## src/rtl/stack_arb_pkg.sv

```systemverilog
// Shared types and constants for the two-requester LIFO arbiter
// (stack_arbiter, lifo_store, stack_arbiter_if).
package stack_arb_pkg;

  typedef enum logic [1:0] {
    ST_IDLE = 2'd0,
    ST_EXEC = 2'd1,
    ST_RESP = 2'd2
  } state_t;

  localparam logic OP_PUSH = 1'b1;
  localparam logic OP_POP  = 1'b0;

endpackage

```

## src/rtl/stack_arbiter_if.sv

```systemverilog
// Request/response bundle between two requester engines and stack_arbiter.
// The arbiter side uses the slave modport; the requester side uses master.
interface stack_arbiter_if #(
  parameter int B = 8,
  parameter int W = 4
);
  logic [1:0]   req;
  logic [1:0]   op;
  logic [B-1:0] wdata0;
  logic [B-1:0] wdata1;
  logic [1:0]   gnt;
  logic [1:0]   done;
  logic [B-1:0] rdata;
  logic         err;
  logic         full;
  logic         empty;

  modport master (
    output req, op, wdata0, wdata1,
    input  gnt, done, rdata, err, full, empty
  );

  modport slave (
    input  req, op, wdata0, wdata1,
    output gnt, done, rdata, err, full, empty
  );
endinterface

```

## src/rtl/stack_arbiter_lifo_store.sv

```systemverilog
// lifo_store: stack memory plus occupancy counter with registered full/empty
// and registered pop data. Overflowing pushes and underflowing pops are ignored.
module lifo_store #(
  parameter int B = 8,
  parameter int W = 4
) (
  input  logic         clk,
  input  logic         reset_n,
  input  logic         wr_en,
  input  logic         rd_en,
  input  logic [B-1:0] wdata,
  output logic [B-1:0] rdata,
  output logic [W:0]   level,
  output logic         full,
  output logic         empty
);

  localparam logic [W:0] DEPTH = (W+1)'(2**W);

  logic [B-1:0] mem [2**W];
  logic [W:0]   level_nxt;
  logic [W:0]   level_m1;
  logic         do_push;
  logic         do_pop;

  assign do_push  = wr_en & ~full;
  assign do_pop   = rd_en & ~empty;
  assign level_m1 = level - (W+1)'(1);

  always_comb begin
    level_nxt = level;
    if (do_push)
      level_nxt = level + (W+1)'(1);
    else if (do_pop)
      level_nxt = level_m1;
  end

  // Flags are derived from the next level so they line up with the new occupancy
  always_ff @(posedge clk or negedge reset_n) begin
    if (!reset_n) begin
      level <= '0;
      full  <= 1'b0;
      empty <= 1'b1;
      rdata <= '0;
    end else begin
      level <= level_nxt;
      full  <= (level_nxt == DEPTH);
      empty <= (level_nxt == '0);
      if (rd_en)
        rdata <= do_pop ? mem[level_m1[W-1:0]] : '0;
    end
  end

  // Contents survive reset; only the occupancy counter is cleared
  always_ff @(posedge clk) begin
    if (do_push)
      mem[level[W-1:0]] <= wdata;
  end

endmodule

```

## src/rtl/stack_arbiter.sv

```systemverilog
// stack_arbiter: round-robin arbitration of two requesters onto one LIFO via an
// IDLE/EXEC/RESP sequencer. Define STACK_ARB_LEVEL_EN to expose the level port.
module stack_arbiter
  import stack_arb_pkg::*;
#(
  parameter int B = 8,
  parameter int W = 4
) (
  input  logic clk,
  input  logic reset_n,
`ifdef STACK_ARB_LEVEL_EN
  output logic [W:0] level,
`endif
  stack_arbiter_if.slave bus
);

  state_t       state_p0, state_nxt;
  logic         idx_p1, idx_nxt;
  logic         op_p1, op_nxt;
  logic [B-1:0] wdata_p1, wdata_nxt;
  logic         rr_last, rr_last_nxt;
  logic [1:0]   gnt_p1, gnt_nxt;
  logic [1:0]   done_p2, done_nxt;
  logic         err_p2, err_nxt;
  logic         win;

  logic         wr_en;
  logic         rd_en;
  logic [B-1:0] st_rdata;
  logic [W:0]   st_level;
  logic         st_full;
  logic         st_empty;

  always_comb begin
    state_nxt   = state_p0;
    idx_nxt     = idx_p1;
    op_nxt      = op_p1;
    wdata_nxt   = wdata_p1;
    rr_last_nxt = rr_last;
    gnt_nxt     = 2'b00;
    done_nxt    = 2'b00;
    err_nxt     = 1'b0;
    win         = 1'b0;
    case (state_p0)
      ST_IDLE: begin
        if (bus.req != 2'b00) begin
          // Contention goes to whoever was not served last
          win       = (bus.req == 2'b11) ? ~rr_last : bus.req[1];
          idx_nxt   = win;
          op_nxt    = bus.op[win];
          wdata_nxt = win ? bus.wdata1 : bus.wdata0;
          gnt_nxt   = win ? 2'b10 : 2'b01;
          state_nxt = ST_EXEC;
        end
      end
      ST_EXEC: begin
        done_nxt  = idx_p1 ? 2'b10 : 2'b01;
        err_nxt   = (op_p1 == OP_PUSH) ? st_full : st_empty;
        state_nxt = ST_RESP;
      end
      ST_RESP: begin
        rr_last_nxt = idx_p1;
        state_nxt   = ST_IDLE;
      end
      default: state_nxt = ST_IDLE;
    endcase
  end

  // Stage p0 -> p1: request latch in IDLE, grant registered for EXEC
  always_ff @(posedge clk or negedge reset_n) begin
    if (!reset_n) begin
      state_p0 <= ST_IDLE;
      idx_p1   <= 1'b0;
      op_p1    <= OP_POP;
      rr_last  <= 1'b1;
      gnt_p1   <= 2'b00;
      done_p2  <= 2'b00;
      err_p2   <= 1'b0;
    end else begin
      state_p0 <= state_nxt;
      idx_p1   <= idx_nxt;
      op_p1    <= op_nxt;
      rr_last  <= rr_last_nxt;
      gnt_p1   <= gnt_nxt;
      done_p2  <= done_nxt;
      err_p2   <= err_nxt;
    end
  end

  always_ff @(posedge clk) begin
    wdata_p1 <= wdata_nxt;
  end

  // Stage p1 -> p2: the store performs the op at the end of EXEC
  assign wr_en = (state_p0 == ST_EXEC) && (op_p1 == OP_PUSH);
  assign rd_en = (state_p0 == ST_EXEC) && (op_p1 == OP_POP);

  lifo_store #(.B(B), .W(W)) u_store (
    .clk     (clk),
    .reset_n (reset_n),
    .wr_en   (wr_en),
    .rd_en   (rd_en),
    .wdata   (wdata_p1),
    .rdata   (st_rdata),
    .level   (st_level),
    .full    (st_full),
    .empty   (st_empty)
  );

  assign bus.gnt   = gnt_p1;
  assign bus.done  = done_p2;
  assign bus.err   = err_p2;
  assign bus.rdata = ((done_p2 != 2'b00) && (op_p1 == OP_POP)) ? st_rdata : '0;
  assign bus.full  = st_full;
  assign bus.empty = st_empty;

`ifdef STACK_ARB_LEVEL_EN
  assign level = st_level;
`else
  logic unused_level;
  assign unused_level = ^st_level;
`endif

endmodule

```

## src/flat_wrapper.sv

```systemverilog
// flat-port wrapper written by rule: the top's interface ports become plain ports
module stack_arbiter_flat import stack_arb_pkg::*;
#(
  parameter int B = 8,
  parameter int W = 4
)
  (clk, reset_n, bus_req, bus_op, bus_wdata0, bus_wdata1, bus_gnt, bus_done, bus_rdata, bus_err, bus_full, bus_empty);
  stack_arbiter_if #(.B(B), .W(W)) bus_i ();
  input  logic clk;
  input  logic reset_n;
  input wire logic [$bits(bus_i.req)-1:0] bus_req;
  input wire logic [$bits(bus_i.op)-1:0] bus_op;
  input wire logic [$bits(bus_i.wdata0)-1:0] bus_wdata0;
  input wire logic [$bits(bus_i.wdata1)-1:0] bus_wdata1;
  output wire logic [$bits(bus_i.gnt)-1:0] bus_gnt;
  output wire logic [$bits(bus_i.done)-1:0] bus_done;
  output wire logic [$bits(bus_i.rdata)-1:0] bus_rdata;
  output wire logic [$bits(bus_i.err)-1:0] bus_err;
  output wire logic [$bits(bus_i.full)-1:0] bus_full;
  output wire logic [$bits(bus_i.empty)-1:0] bus_empty;
  assign bus_i.req = bus_req;
  assign bus_i.op = bus_op;
  assign bus_i.wdata0 = bus_wdata0;
  assign bus_i.wdata1 = bus_wdata1;
  assign bus_gnt = bus_i.gnt;
  assign bus_done = bus_i.done;
  assign bus_rdata = bus_i.rdata;
  assign bus_err = bus_i.err;
  assign bus_full = bus_i.full;
  assign bus_empty = bus_i.empty;
  stack_arbiter #(.B(B), .W(W)) u_core (.clk(clk), .reset_n(reset_n), .bus(bus_i));
endmodule
```

## config.mk

```make
export PLATFORM = sky130hd
export DESIGN_NAME = stack_arbiter_flat
export DESIGN_NICKNAME = d
export VERILOG_FILES = /design/src/rtl/stack_arb_pkg.sv /design/src/rtl/stack_arbiter_if.sv /design/src/rtl/stack_arbiter_lifo_store.sv /design/src/rtl/stack_arbiter.sv /design/src/flat_wrapper.sv
export SDC_FILE = /design/constraint.sdc
export NUM_CORES = 1
export LEC_CHECK = 0
export ABC_CLOCK_PERIOD_IN_PS = 4800
export CAP_MARGIN = 20
export CORE_MARGIN = 2
export CORE_UTILIZATION = 50
export DETAILED_ROUTE_END_ITERATION = 8
export PLACE_DENSITY = 0.69
export SLEW_MARGIN = 10
export SYNTH_ARGS = -nofsm -noshare
export SYNTH_HDL_FRONTEND = slang
export SYNTH_HIERARCHICAL = 1
export SYNTH_SLANG_ARGS = --single-unit
```

## constraint.sdc

```tcl
create_clock -name clk -period 4.8 [get_ports clk]
set_clock_uncertainty 0.05 [all_clocks]
set_input_delay 1.2 -clock clk [delete_from_list [all_inputs] [get_ports clk]]
set_output_delay 1.2 -clock clk [all_outputs]
set_load 0.01 [all_outputs]
```

# Word level (Yosys, flattened, before mapping)
# Memory sizes are Yosys's and may differ from the RTL's.
# Cells that the tools add are included.
[totals]
memories = 1
reg_bits = 33
word_cells = 54
inputBits = 22
output_inout_bits = 15
mem_bits_rw = 128
[mem_list]
columns = ["memory", "depth", "width", "rd", "rd_clocked_by_memory_dff", "write_ports", "line_no", "source"]
rows = [
  ["u_core.u_store.mem", 16, 8, 1, 0, 1, "stack_arbiter_lifo_store.sv:20", "logic [B-1:0] mem [2**W];"],
]
[classes]
mux = 19
bitwise = 6
addsub = 2
n_eq_ne = 5
reduce_logical = 8
magnitude_cmp = 1
[ops]
columns = ["cell", "n"]
rows = [
  ["8-bit two-way mux", 3],
  ["2-bit two-way mux", 6],
  ["5-bit two-way mux", 2],
  ["1-bit two-way mux", 7],
  ["5-bit by 1-bit adder with 5-bit output (second input constant)", 1],
  ["5-bit == test (second input constant)", 1],
  ["5-bit logical NOT", 1],
  ["5-bit by 1-bit subtractor with 5-bit output (second input constant)", 1],
  ["2-bit == test (second input constant)", 2],
  ["1-bit NOT", 4],
  ["2-bit one-hot mux with 2 select lines", 1],
  ["2-bit nonzero test", 2],
  ["1-bit logical AND", 3],
  ["1-bit AND", 2],
  ["2-bit by 1-bit == test with 1-bit output (second input constant)", 1],
  ["2-bit logical NOT", 1],
  ["1-bit by 2-bit less-than comparator with 1-bit output (second input constant)", 1],
  ["2-bit by 1-bit != test with 1-bit output (second input constant)", 1],
  ["2-bit AND reduction", 1],
]

# Logic depth before layout (Yosys ltp)
# Gate-level depths: netlist (run 1).
[depth]
depth_word = 6
ltp_mapped = 10
depth_no_buf = 9

# Modules after synthesis
# Netlist (run 1), hierarchy kept.
[by_module_without_submodules]
columns = ["mod", "n_inst", "cells_each", "area_per_inst_um2", "seq_area_each_um2"]
rows = [
  ["lifo_store", 1, 286, 5651.7, 4220.3],
  ["stack_arbiter", 1, 57, 783.3, 491.7],
]

# Worst setup path before layout (run 1)
# OpenSTA, ideal clock, no wires.
[synth_path]
path_kind = "reg-to-reg"
from = "register u_core.u_store.level[0]"
to = "register u_core.u_store.rdata[0]"
stages_incl_launch_ff = 10
period_less_slack_ps = 2822
required_ps = 4626
n_path_buf = 2
slack_ps = 1978
t_arrival_ps = 2648
setup_ps = 124
path_cell_list = "dfrtp_1 inv_1 clkbuf_1 ha_1 xor2_2 buf_6 mux4_2 mux2_2 a21oi_1 nand2_1"
[synth_between]
elab_chain_len = 3
[synth_rtl]
columns = ["element", "line_no", "source"]
rows = [
  ["start, declared", "stack_arbiter_lifo_store.sv:13", "output logic [W:0] level,"],
  ["start signal, assigned", "stack_arbiter_lifo_store.sv:46", "level <= level_nxt;"],
  ["5-bit by 1-bit subtractor with 5-bit output", "stack_arbiter_lifo_store.sv:28", "assign level_m1 = level - (W+1)'(1);"],
  ["memory 16 x 8 bit", "--", ""],
  ["8-bit two-way mux", "stack_arbiter_lifo_store.sv:50", "rdata <= do_pop ? mem[level_m1[W-1:0]] : '0;"],
  ["end signal, assigned", "stack_arbiter_lifo_store.sv:50", ""],
  ["end, declared", "stack_arbiter_lifo_store.sv:12", "output logic [B-1:0] rdata,"],
]
# Every way passes these cells.
# A chain may end at the register's enable or synchronous reset.

# Worst setup path in the final report (run 1)
[layout_path]
from = "register u_core.u_store.level[0]"
to = "register u_core.u_store.rdata[6]"
# Same word-level chain as after synthesis.

==> results of run 1 <==
[path summary, 6_finish.rpt]
| check | slack, ns | cells after the start | endpoint |
|---|---|---|---|
| worst max-delay path | 1.34 | 7 | u_core/u_store/rdata[6]$_DFFE_PN0P_ |
| worst min-delay path | 0.46 | 1 | u_core/bus.done[0]$_DFF_PN0_ |
| worst max register to register | 1.34 | 7 | u_core/u_store/rdata[6]$_DFFE_PN0P_ |
| worst min register to register | 0.46 | 1 | u_core/bus.done[0]$_DFF_PN0_ |
| max in group asynchronous | 3.02 | 2 | u_core/rr_last$_DFFE_PN1N_ |
| min in group asynchronous | 1.11 | 1 | u_core/u_store/level[3]$_DFF_PN0_ |
[cells by family after synthesis]
group | count (synthesis) | synth area share
AOI/OAI and AO/OA | 24 | 0.0241
xor gates and xnor gates | 7 | 0.0107
adders and majority gates | 5 | 0.00972
muxes | 53 | 0.151
buffers and inverters | 18 | 0.0148
and+or+nand+nor | 75 | 0.0576
DFF | 161 | 0.732
[metrics by stage]
| stage | utilization | cell area (um^2) | setup WS [ns] |
|---|---|---|---|
| after global placement | 0.558 | 7010 | 1.39 |
| after CTS | 0.606 | 7620 | 1.27 |
| final | 0.607 | 7630 | 1.34 |
| after floorplan | - | 6430 | 1.98 |
| after global routing | 0.607 | 7630 | 0.982 |
| after detailed placement | 0.558 | 7010 | 1.30 |
[metal layers]
layer	vias up	part of all wire	wire [um]
li1	1443	-	-
met1	1621	0.40	4890
met2	127	0.51	6240
met3	19	0.074	910
met4	0	0.020	252
met5	-	0	0
[flip-flops by register name, summed over array words and instances (netlist names)]
register and flops:
u_core/wdata_p1 8, u_core/u_store/mem 128, u_core/u_store/level 5, u_core/bus.done 2, u_core/bus.err 1, u_core/rr_last 1
u_core/op_p1 1, u_core/u_store/rdata 8, u_core/state_p0 2, u_core/u_store/full 1, u_core/idx_p1 1, u_core/bus.gnt 2
u_core/u_store/empty 1
[synthesized netlist by cell type, drive strengths merged]
cell type,instances
and2,11
dfrtp,23
a21boi,2
nor3,8
a22oi,8
nor2,25
inv,6
mux4,32
nor4,2
mux2,20
a21oi,10
buf,5
clkbuf,7
nand2b,5
a21o,1
and4,1
o21ai,1
nor2b,10
ha,5
xnor2,4
dfstp,2
mux2i,1
nand3b,1
a211oi,1
xor2,3
edfxtp,136
a31oi,1
nand2,12
[power breakdown]
part | total (W) | switching, W | internal (W)
combinational | 0.00159 | 0.000778 | 0.000815
clock | 0.00137 | 0.000498 | 0.000867
sequential | 0.00199 | 0.000204 | 0.00179
[layout make-up]
cell class / instances / area, um^2 / area share
sequential: 161 / 4710 / 0.617
multi-input combinational: 164 / 1640 / 0.215
clock buffer: 21 / 440 / 0.0577
timing repair buffer: 45 / 435 / 0.0571
tap: 172 / 215 / 0.0282
clock inverter: 11 / 164 / 0.0215
inverter: 6 / 22.5 / 0.00295
==> impl_metrics.env, run 1 <==
export IMPL_grt_util_met2=0.310
export IMPL_grt_overflow_total=0
export IMPL_final_period_minus_worst_setup_slack_ns=3.46
export IMPL_insertion_delay_ns=0.42
export IMPL_post_cts_hold_buffers=0
export IMPL_cp_data_required_time_ns=5.04
export IMPL_ys_warn_count=6
export IMPL_start_util=0.512
export IMPL_yosys_top_cells_area="sky130_fd_sc_hd__edfxtp_1, sky130_fd_sc_hd__mux4_2, sky130_fd_sc_hd__dfrtp_1"
export IMPL_io_buffers=36
export IMPL_post_layout_nonfiller_instances=580
export IMPL_top_level_ports=37
export IMPL_synthesis_area_um2=6430
export IMPL_min_path_type="reg2reg"
export IMPL_cts_made_buffers=17
export IMPL_relSlewSlack=0.381
export IMPL_num_fill_cells=889
export IMPL_synthDominantCellAreaShare=0.635
export IMPL_cts_root_buf="sky130_fd_sc_hd__clkbuf_16"
export IMPL_timing_hold_ws_ns=0.458
export IMPL_nets=422
export IMPL_finalWirelength_mm=12.3
export IMPL_hold_violations=0
export IMPL_place_inst=547
export IMPL_worst_endpoint_arrival_ns=3.70
export IMPL_gp_congestion=0.808
export IMPL_ctsHtreeMaxLevel=4
export IMPL_worstPathMaxFanout=17
export IMPL_timing_final_max_slew_violations=0
export IMPL_antenna_found_initial=0
export IMPL_timing_critical_path_buf_inv=2
export IMPL_grt_pass1_wl_mm=19.7
export IMPL_ys_ff_latch=161
export IMPL_beginning_of_the_worst_register_to_register_path="u_core/u_store/level[0]$_DFF_PN0_"
export IMPL_grt_max_degree=36
export IMPL_fp_dieArea_um2=13800
export IMPL_num_vias=3210
export IMPL_fmax_mhz=289
export IMPL_cts_resized=0
export IMPL_viasPerCell=5.53
export IMPL_netlist_top_cell_by_area="sky130_fd_sc_hd__edfxtp_1"
export IMPL_num_antenna_cells=0
export IMPL_drt_first_pass_iters=4
export IMPL_period_share=0.722
export IMPL_count_of_different_cell_masters_after_synthesis=34
export IMPL_synth_seq_area_share=0.732
export IMPL_fin_tns_setup_ns=0
export IMPL_slowest_delay_ns=0.68
export IMPL_tritoncts="done"
export IMPL_max_cap_violations=0
export IMPL_synthesis_area_per_instance_um2=18.8
export IMPL_path_cells="inv_1, ha_1, xor2_4, buf_4, mux4_2, a22oi_1, nand2_1"
export IMPL_core_area_um2=12600
export IMPL_die_x_um=117
export IMPL_detailedRoute_firstIterationViolations=267
export IMPL_number_of_sinks_driven_by_the_clock_tree=161
export IMPL_power_density_nw_per_um2=648
export IMPL_synth_fp_nets=370
export IMPL_worst_ir_drop_vdd_uv=333
export IMPL_p_leak_nw=2.62
export IMPL_drt_wirelength_per_cell_um=21.2
export IMPL_remaining_drc_errors=0
export IMPL_drive_above_1_share=0.225
export IMPL_number_of_global_route_vias_before_repair=3498
export IMPL_critical_path_startpoint_type="flip-flop"
export IMPL_syn_inst=343
export IMPL_slowest_stage="sky130_fd_sc_hd__xor2_4"
export IMPL_clockBufferDepth=2
export IMPL_grtUsageMet3=0.0467
export IMPL_setup_repair_after_global_routing_missed_its_margin="false"
export IMPL_crit_path_end_kind="flip-flop"
export IMPL_total_power_consumption_w=0.00495
export IMPL_busiest_layer="met2"
export IMPL_max_slew_worst_pin_slew_ns=0.925
export IMPL_areaGrowthSynthToFinish_pct=18.6
export IMPL_top_delay_family_on_crit_path="buffers and inverters"
export IMPL_clk_pin_slew_worst_paths_ns=0.06
export IMPL_setup_crit_path_kind="reg2reg"
export IMPL_layout_commonest_cell="sky130_fd_sc_hd__edfxtp_1"
export IMPL_most_common_layout_cells="sky130_fd_sc_hd__edfxtp_1, sky130_fd_sc_hd__clkdlybuf4s50_1, sky130_fd_sc_hd__mux4_2"
export IMPL_worst_setup_path_startpoint="u_core/u_store/level[0]$_DFF_PN0_"
export IMPL_globalRouteMet1Util=0.258
export IMPL_hold_path_startpoint="u_core/idx_p1$_DFFE_PN0P_"
export IMPL_dp_hpwl_mm=7.84
export IMPL_fp_dieH_um=117
export IMPL_ant_nets=0
export IMPL_finalSetupViolCount=0
export IMPL_cts_setup_buffers=0
export IMPL_grt_use_total=0.193
export IMPL_status="complete, no violations"
export IMPL_row_count=41
Note: power is estimated with default switching activity, not from simulation.
==> run 2: changes to the inputs <==
--- a/config.mk
+++ b/config.mk
@@ -5,7 +5,7 @@
 export SDC_FILE = /design/constraint.sdc
 export NUM_CORES = 1
 export LEC_CHECK = 0
-export ABC_CLOCK_PERIOD_IN_PS = 4800
+export ABC_CLOCK_PERIOD_IN_PS = 3600
 export CAP_MARGIN = 20
 export CORE_MARGIN = 2
 export CORE_UTILIZATION = 50
==> constraint.sdc (replaced) <==
create_clock -name clk -period 3.6 [get_ports clk]
set_clock_uncertainty 0.05 [all_clocks]
set_input_delay 0.9 -clock clk [delete_from_list [all_inputs] [get_ports clk]]
set_output_delay 0.9 -clock clk [all_outputs]
set_load 0.01 [all_outputs]
==> impl_metrics.env, run 2 (synthesis results as in run 1) <==
export IMPL_timing_critical_path_buf_inv=2
export IMPL_clk_pin_slew_worst_paths_ns=0.06
export IMPL_num_antenna_cells=0
export IMPL_cp_data_required_time_ns=3.84
export IMPL_max_cap_violations=0
export IMPL_p_leak_nw=2.64
export IMPL_drive_above_1_share=0.226
export IMPL_timing_hold_ws_ns=0.446
export IMPL_critical_path_startpoint_type="flip-flop"
export IMPL_ant_nets=0
export IMPL_grt_pass1_wl_mm=20.0
export IMPL_worstPathMaxFanout=16
export IMPL_slowest_stage="sky130_fd_sc_hd__mux4_2"
export IMPL_row_count=41
export IMPL_dp_hpwl_mm=7.98
export IMPL_ctsHtreeMaxLevel=4
export IMPL_worst_ir_drop_vdd_uv=396
export IMPL_largest_register_ffs=128
export IMPL_die_x_um=117
export IMPL_areaGrowthSynthToFinish_pct=18.7
export IMPL_fp_dieArea_um2=13800
export IMPL_top_delay_family_on_crit_path="multiplexers"
export IMPL_cts_resized=0
export IMPL_num_fill_cells=903
export IMPL_timing_final_max_slew_violations=0
export IMPL_min_path_type="reg2reg"
export IMPL_power_density_nw_per_um2=868
export IMPL_cts_setup_buffers=0
export IMPL_drt_first_pass_iters=4
export IMPL_crit_path_end_kind="flip-flop"
export IMPL_nets=426
export IMPL_most_common_layout_cells="sky130_fd_sc_hd__edfxtp_1, sky130_fd_sc_hd__clkdlybuf4s50_1, sky130_fd_sc_hd__mux4_2"
export IMPL_tritoncts="done"
export IMPL_number_of_global_route_vias_before_repair=3409
export IMPL_finalWirelength_mm=12.7
export IMPL_max_slew_worst_pin_slew_ns=0.954
export IMPL_layout_commonest_cell="sky130_fd_sc_hd__edfxtp_1"
export IMPL_slowest_delay_ns=0.58
export IMPL_num_vias=3226
export IMPL_hold_violations=0
export IMPL_number_of_sinks_driven_by_the_clock_tree=161
export IMPL_start_util=0.512
export IMPL_remaining_drc_errors=0
export IMPL_grt_overflow_total=0
export IMPL_grt_use_total=0.200
export IMPL_viasPerCell=5.52
export IMPL_period_share=0.868
export IMPL_io_buffers=36
export IMPL_finalSetupViolCount=0
export IMPL_cts_root_buf="sky130_fd_sc_hd__clkbuf_16"
export IMPL_top_level_ports=37
export IMPL_path_cells="inv_1, ha_1, xor2_4, buf_4, mux4_2, mux2_2, a21oi_1, nand2_1"
export IMPL_insertion_delay_ns=0.41
export IMPL_fmax_mhz=320
export IMPL_antenna_found_initial=0
export IMPL_setup_repair_after_global_routing_missed_its_margin="false"
export IMPL_status="complete, no violations"
export IMPL_gp_congestion=0.833
export IMPL_fin_tns_setup_ns=0
export IMPL_setup_crit_path_kind="reg2reg"
export IMPL_fp_dieH_um=117
export IMPL_detailedRoute_firstIterationViolations=257
export IMPL_cts_made_buffers=17
export IMPL_worst_endpoint_arrival_ns=3.37
export IMPL_post_cts_hold_buffers=0
export IMPL_drt_wirelength_per_cell_um=21.7
export IMPL_clockBufferDepth=2
export IMPL_relSlewSlack=0.361
export IMPL_core_area_um2=12600
export IMPL_grt_max_degree=26
export IMPL_final_period_minus_worst_setup_slack_ns=3.13
run 2: cell count changes in the layout (fill, tap and decap cells not counted):
cell and change:
sky130_fd_sc_hd__bufinv_16 -2, sky130_fd_sc_hd__buf_8 -1, sky130_fd_sc_hd__ha_2 -1, sky130_fd_sc_hd__clkinv_4 -1, sky130_fd_sc_hd__clkbuf_8 +5, sky130_fd_sc_hd__clkinv_2 -3, sky130_fd_sc_hd__clkinv_1 +1, sky130_fd_sc_hd__clkinvlp_4 -1
sky130_fd_sc_hd__clkbuf_1 +1, sky130_fd_sc_hd__ha_1 +1, sky130_fd_sc_hd__buf_4 +5
run 2: metal layers:
| layer | track usage | vias to the layer above | wire, um |
|---|---|---|---|
| li1 | - | 1454 | - |
| met1 | 0.286 | 1623 | 5600 |
| met2 | 0.296 | 131 | 5810 |
| met3 | 0.0496 | 18 | 968 |
| met4 | 0.0828 | 0 | 290 |
| met5 | 0 | - | 0 |
run 2: worst paths after layout:
kind,startpoint,endpoint,slack [ns],cells past startpoint
min in group asynchronous,reset_n,u_core/u_store/full$_DFF_PN0_,0.81,2
max in group asynchronous,reset_n,u_core/rr_last$_DFFE_PN1N_,2.39,2
min,u_core/idx_p1$_DFFE_PN0P_,u_core/bus.done[0]$_DFF_PN0_,0.45,1
max,u_core/u_store/level[0]$_DFF_PN0_,u_core/u_store/rdata[1]$_DFFE_PN0P_,0.47,8
max reg2reg,u_core/u_store/level[0]$_DFF_PN0_,u_core/u_store/rdata[1]$_DFFE_PN0P_,0.47,8
min reg2reg,u_core/idx_p1$_DFFE_PN0P_,u_core/bus.done[0]$_DFF_PN0_,0.45,1
run 2: layout make-up:
type                            count  area, um^2  share of cell area
Clock buffer                       27         513              0.0672
Tap cell                          172         215              0.0282
Sequential cell                   161        4710               0.617
Multi-Input combinational cell    164        1640               0.215
Timing Repair Buffer               49         458              0.0600
Inverter                            6        22.5             0.00295
Clock inverter                      5        76.3              0.0100
run 2: metrics by stage:
stage	cell area [um^2]	total power, W	cells	util	setup slack [ns]
floorplan	6430	0.00425	343	-	0.778
finish	7640	0.00663	584	0.608	0.475
global placement	7050	0.00488	552	0.561	0.582
global route	7640	0.00697	584	0.608	0.337
detailed placement	7050	0.00491	552	0.561	0.474
CTS	7640	0.00670	584	0.608	0.471
run 2: power by group:
part | switching (W) | total (W) | internal (W)
registers | 0.000285 | 0.00267 | 0.00238
logic | 0.00108 | 0.00220 | 0.00112
clock network | 0.000652 | 0.00176 | 0.00111
==> run 3: changes to the inputs <==
--- a/config.mk
+++ b/config.mk
@@ -7,6 +7,7 @@
 export LEC_CHECK = 0
 export ABC_CLOCK_PERIOD_IN_PS = 3600
 export CAP_MARGIN = 20
+export CORE_ASPECT_RATIO = 1.75
 export CORE_MARGIN = 2
 export CORE_UTILIZATION = 50
 export DETAILED_ROUTE_END_ITERATION = 8
==> impl_metrics.env, run 3 (synthesis results as in run 1) <==
export IMPL_status="complete, no violations"
export IMPL_tritoncts="done"
export IMPL_netSwitchingPower_w=0.00197
export IMPL_gp_congestion=0.819
export IMPL_worst_r2r_setup_slack_ns=0.72
export IMPL_num_fill_cells=909
export IMPL_beginning_of_the_worst_register_to_register_path="u_core/u_store/level[0]$_DFF_PN0_"
export IMPL_clockPowerShare=0.278
export IMPL_relSlewSlack=0.381
export IMPL_final_period_minus_worst_setup_slack_ns=3.12
export IMPL_clockBufferDepth=2
export IMPL_sequentialPowerShare=0.400
export IMPL_top_delay_family_on_crit_path="simple AND/OR/NAND/NOR gates"
export IMPL_die_x_um=89.8
export IMPL_top_level_ports=37
export IMPL_worst_endpoint_arrival_ns=2.17
export IMPL_cts_made_buffers=17
export IMPL_holdPathEnd="u_core/bus.done[0]$_DFF_PN0_"
export IMPL_cp_data_required_time_ns=2.65
export IMPL_power_density_nw_per_um2=864
export IMPL_register_area_um2=4710
export IMPL_swShare=0.297
export IMPL_min_path_type="reg2reg"
export IMPL_post_cts_hold_buffers=0
export IMPL_row_count=54
export IMPL_fmax_mhz=320
export IMPL_largest_register_ffs=128
export IMPL_path_cells="nor2_1, and2_1, clkdlybuf4s50_1"
export IMPL_finalWirelength_mm=12.0
export IMPL_hold_violations=0
export IMPL_crit_path_end_kind="primary output"
export IMPL_cts_root_buf="sky130_fd_sc_hd__clkbuf_16"
export IMPL_max_cap_violations=0
export IMPL_timing_hold_ws_ns=0.432
export IMPL_remaining_drc_errors=0
export IMPL_cts_setup_buffers=0
export IMPL_fp_dieArea_um2=13800
export IMPL_period_share=0.868
export IMPL_core_area_um2=12500
export IMPL_grt_use_total=0.189
export IMPL_fin_tns_setup_ns=0
export IMPL_number_of_global_route_vias_before_repair=3489
export IMPL_number_of_sinks_driven_by_the_clock_tree=161
export IMPL_most_common_layout_cells="sky130_fd_sc_hd__edfxtp_1, sky130_fd_sc_hd__clkdlybuf4s50_1, sky130_fd_sc_hd__mux4_2"
export IMPL_worst_ir_drop_vdd_uv=422
export IMPL_drt_first_pass_iters=4
export IMPL_start_util=0.515
export IMPL_detailedRoute_firstIterationViolations=251
export IMPL_layout_commonest_cell="sky130_fd_sc_hd__edfxtp_1"
export IMPL_setup_crit_path_kind="reg2out"
export IMPL_p_leak_nw=2.66
export IMPL_min_path_cells=1
export IMPL_nets=429
export IMPL_multi_input_comb_area_um2=1640
export IMPL_antenna_found_initial=0
export IMPL_grt_overflow_total=0
export IMPL_num_vias=3153
export IMPL_timing_final_ws_setup_ns=0.475
export IMPL_ctsHtreeMaxLevel=4
export IMPL_setup_repair_after_global_routing_missed_its_margin="false"
export IMPL_cts_resized=0
export IMPL_pwr_share_comb=0.322
export IMPL_slowest_delay_ns=0.55
export IMPL_dp_hpwl_mm=8.36
export IMPL_timing_critical_path_buf_inv=1
export IMPL_hold_path_startpoint="u_core/idx_p1$_DFFE_PN0P_"
export IMPL_drt_wirelength_per_cell_um=20.6
export IMPL_place_inst=551
export IMPL_max_slew_worst_pin_slew_ns=0.925
export IMPL_areaGrowthSynthToFinish_pct=19.3
export IMPL_slowest_stage="sky130_fd_sc_hd__clkdlybuf4s50_1"
export IMPL_post_layout_nonfiller_instances=582
export IMPL_ant_nets=0
export IMPL_num_antenna_cells=0
export IMPL_viasPerCell=5.42
export IMPL_timing_final_max_slew_violations=0
export IMPL_critical_path_startpoint_type="flip-flop"
export IMPL_io_buffers=36
export IMPL_insertion_delay_ns=0.41
export IMPL_p_int_w=0.00466
export IMPL_grt_max_degree=26
export IMPL_worstPathMaxFanout=8
export IMPL_place_ws_ns=0.734
export IMPL_fp_dieH_um=154
export IMPL_grt_pass1_wl_mm=19.3
export IMPL_drive_above_1_share=0.239
export IMPL_rr_endpoint="u_core/u_store/rdata[6]$_DFFE_PN0P_"
export IMPL_reg2regPathDepth=7
export IMPL_clk_pin_slew_worst_paths_ns=0.06
export IMPL_finalSetupViolCount=0
run 3: changes by cell type in the layout (fill, tap and decap cells not counted), sizes merged:
cell      change
clkbuf       -10
buf           +3
inv           +3
bufinv        +2
clkinv        +2
clkinvlp      +2
run 3: worst reg2reg max path, stage by stage, from the launching register on:
cell and delay (ns):
sky130_fd_sc_hd__dfrtp_1 0.50, sky130_fd_sc_hd__inv_1 0.10, sky130_fd_sc_hd__buf_4 0.21, sky130_fd_sc_hd__ha_1 0.84, sky130_fd_sc_hd__buf_4 0.40, sky130_fd_sc_hd__mux4_2 0.34
sky130_fd_sc_hd__a22oi_1 0.23, sky130_fd_sc_hd__nand2_1 0.09
run 3: cell type report:
cell class,instances,share of cell area
inverters,6,0.00293
well taps,168,0.0274
multi-input cells,164,0.214
flip-flops and latches,161,0.614
repair buffers,52,0.0626
clock inverters,14,0.0243
clock buffers,17,0.0554
run 3: stage by stage:
| step | power, W | utilization | area (um^2) |
|---|---|---|---|
| floorplan | 0.00425 | - | 6430 |
| global placement | 0.00477 | 0.565 | 7060 |
| detailed placement | 0.00485 | 0.565 | 7060 |
| CTS | 0.00670 | 0.614 | 7680 |
| global route | 0.00698 | 0.614 | 7680 |
| finish | 0.00663 | 0.614 | 7680 |
run 3: worst max-delay path by stage:
stage / from / endpoint / slack [ns] / depth (start not counted)
detailed placement: u_core/u_store/level[0]$_DFF_PN0_ / u_core/u_store/rdata[6]$_DFFE_PN0P_ / 0.73 / 7
finish: u_core/op_p1$_DFFE_PN0P_ / bus_rdata[4] / 0.48 / 3
floorplan: u_core/u_store/level[0]$_DFF_PN0_ / u_core/u_store/rdata[0]$_DFFE_PN0P_ / 0.78 / 9
global route: u_core/op_p1$_DFFE_PN0P_ / bus_rdata[4] / 0.34 / 3
global placement: u_core/u_store/level[0]$_DFF_PN0_ / u_core/u_store/rdata[7]$_DFFE_PN0P_ / 0.81 / 7
CTS: u_core/op_p1$_DFFE_PN0P_ / bus_rdata[4] / 0.40 / 3
run 3: power by group through the flow:
stage	sequential (W)	clock [W]	combinational, W
final	0.00265	0.00184	0.00214
after global routing	0.00270	0.00196	0.00233
after CTS	0.00265	0.00188	0.00218
after detailed placement	0.00269	0	0.00216
after global placement	0.00265	0	0.00211
after floorplan	0.00256	0	0.00169
run 3: per-layer routing:
layer  vias up  global-route usage  share of wire
met1      1616               0.201           0.37
met5         -                   0              0
met4         0              0.0718          0.017
li1       1456                   -              -
met2        66               0.363           0.58
met3        15              0.0402          0.029
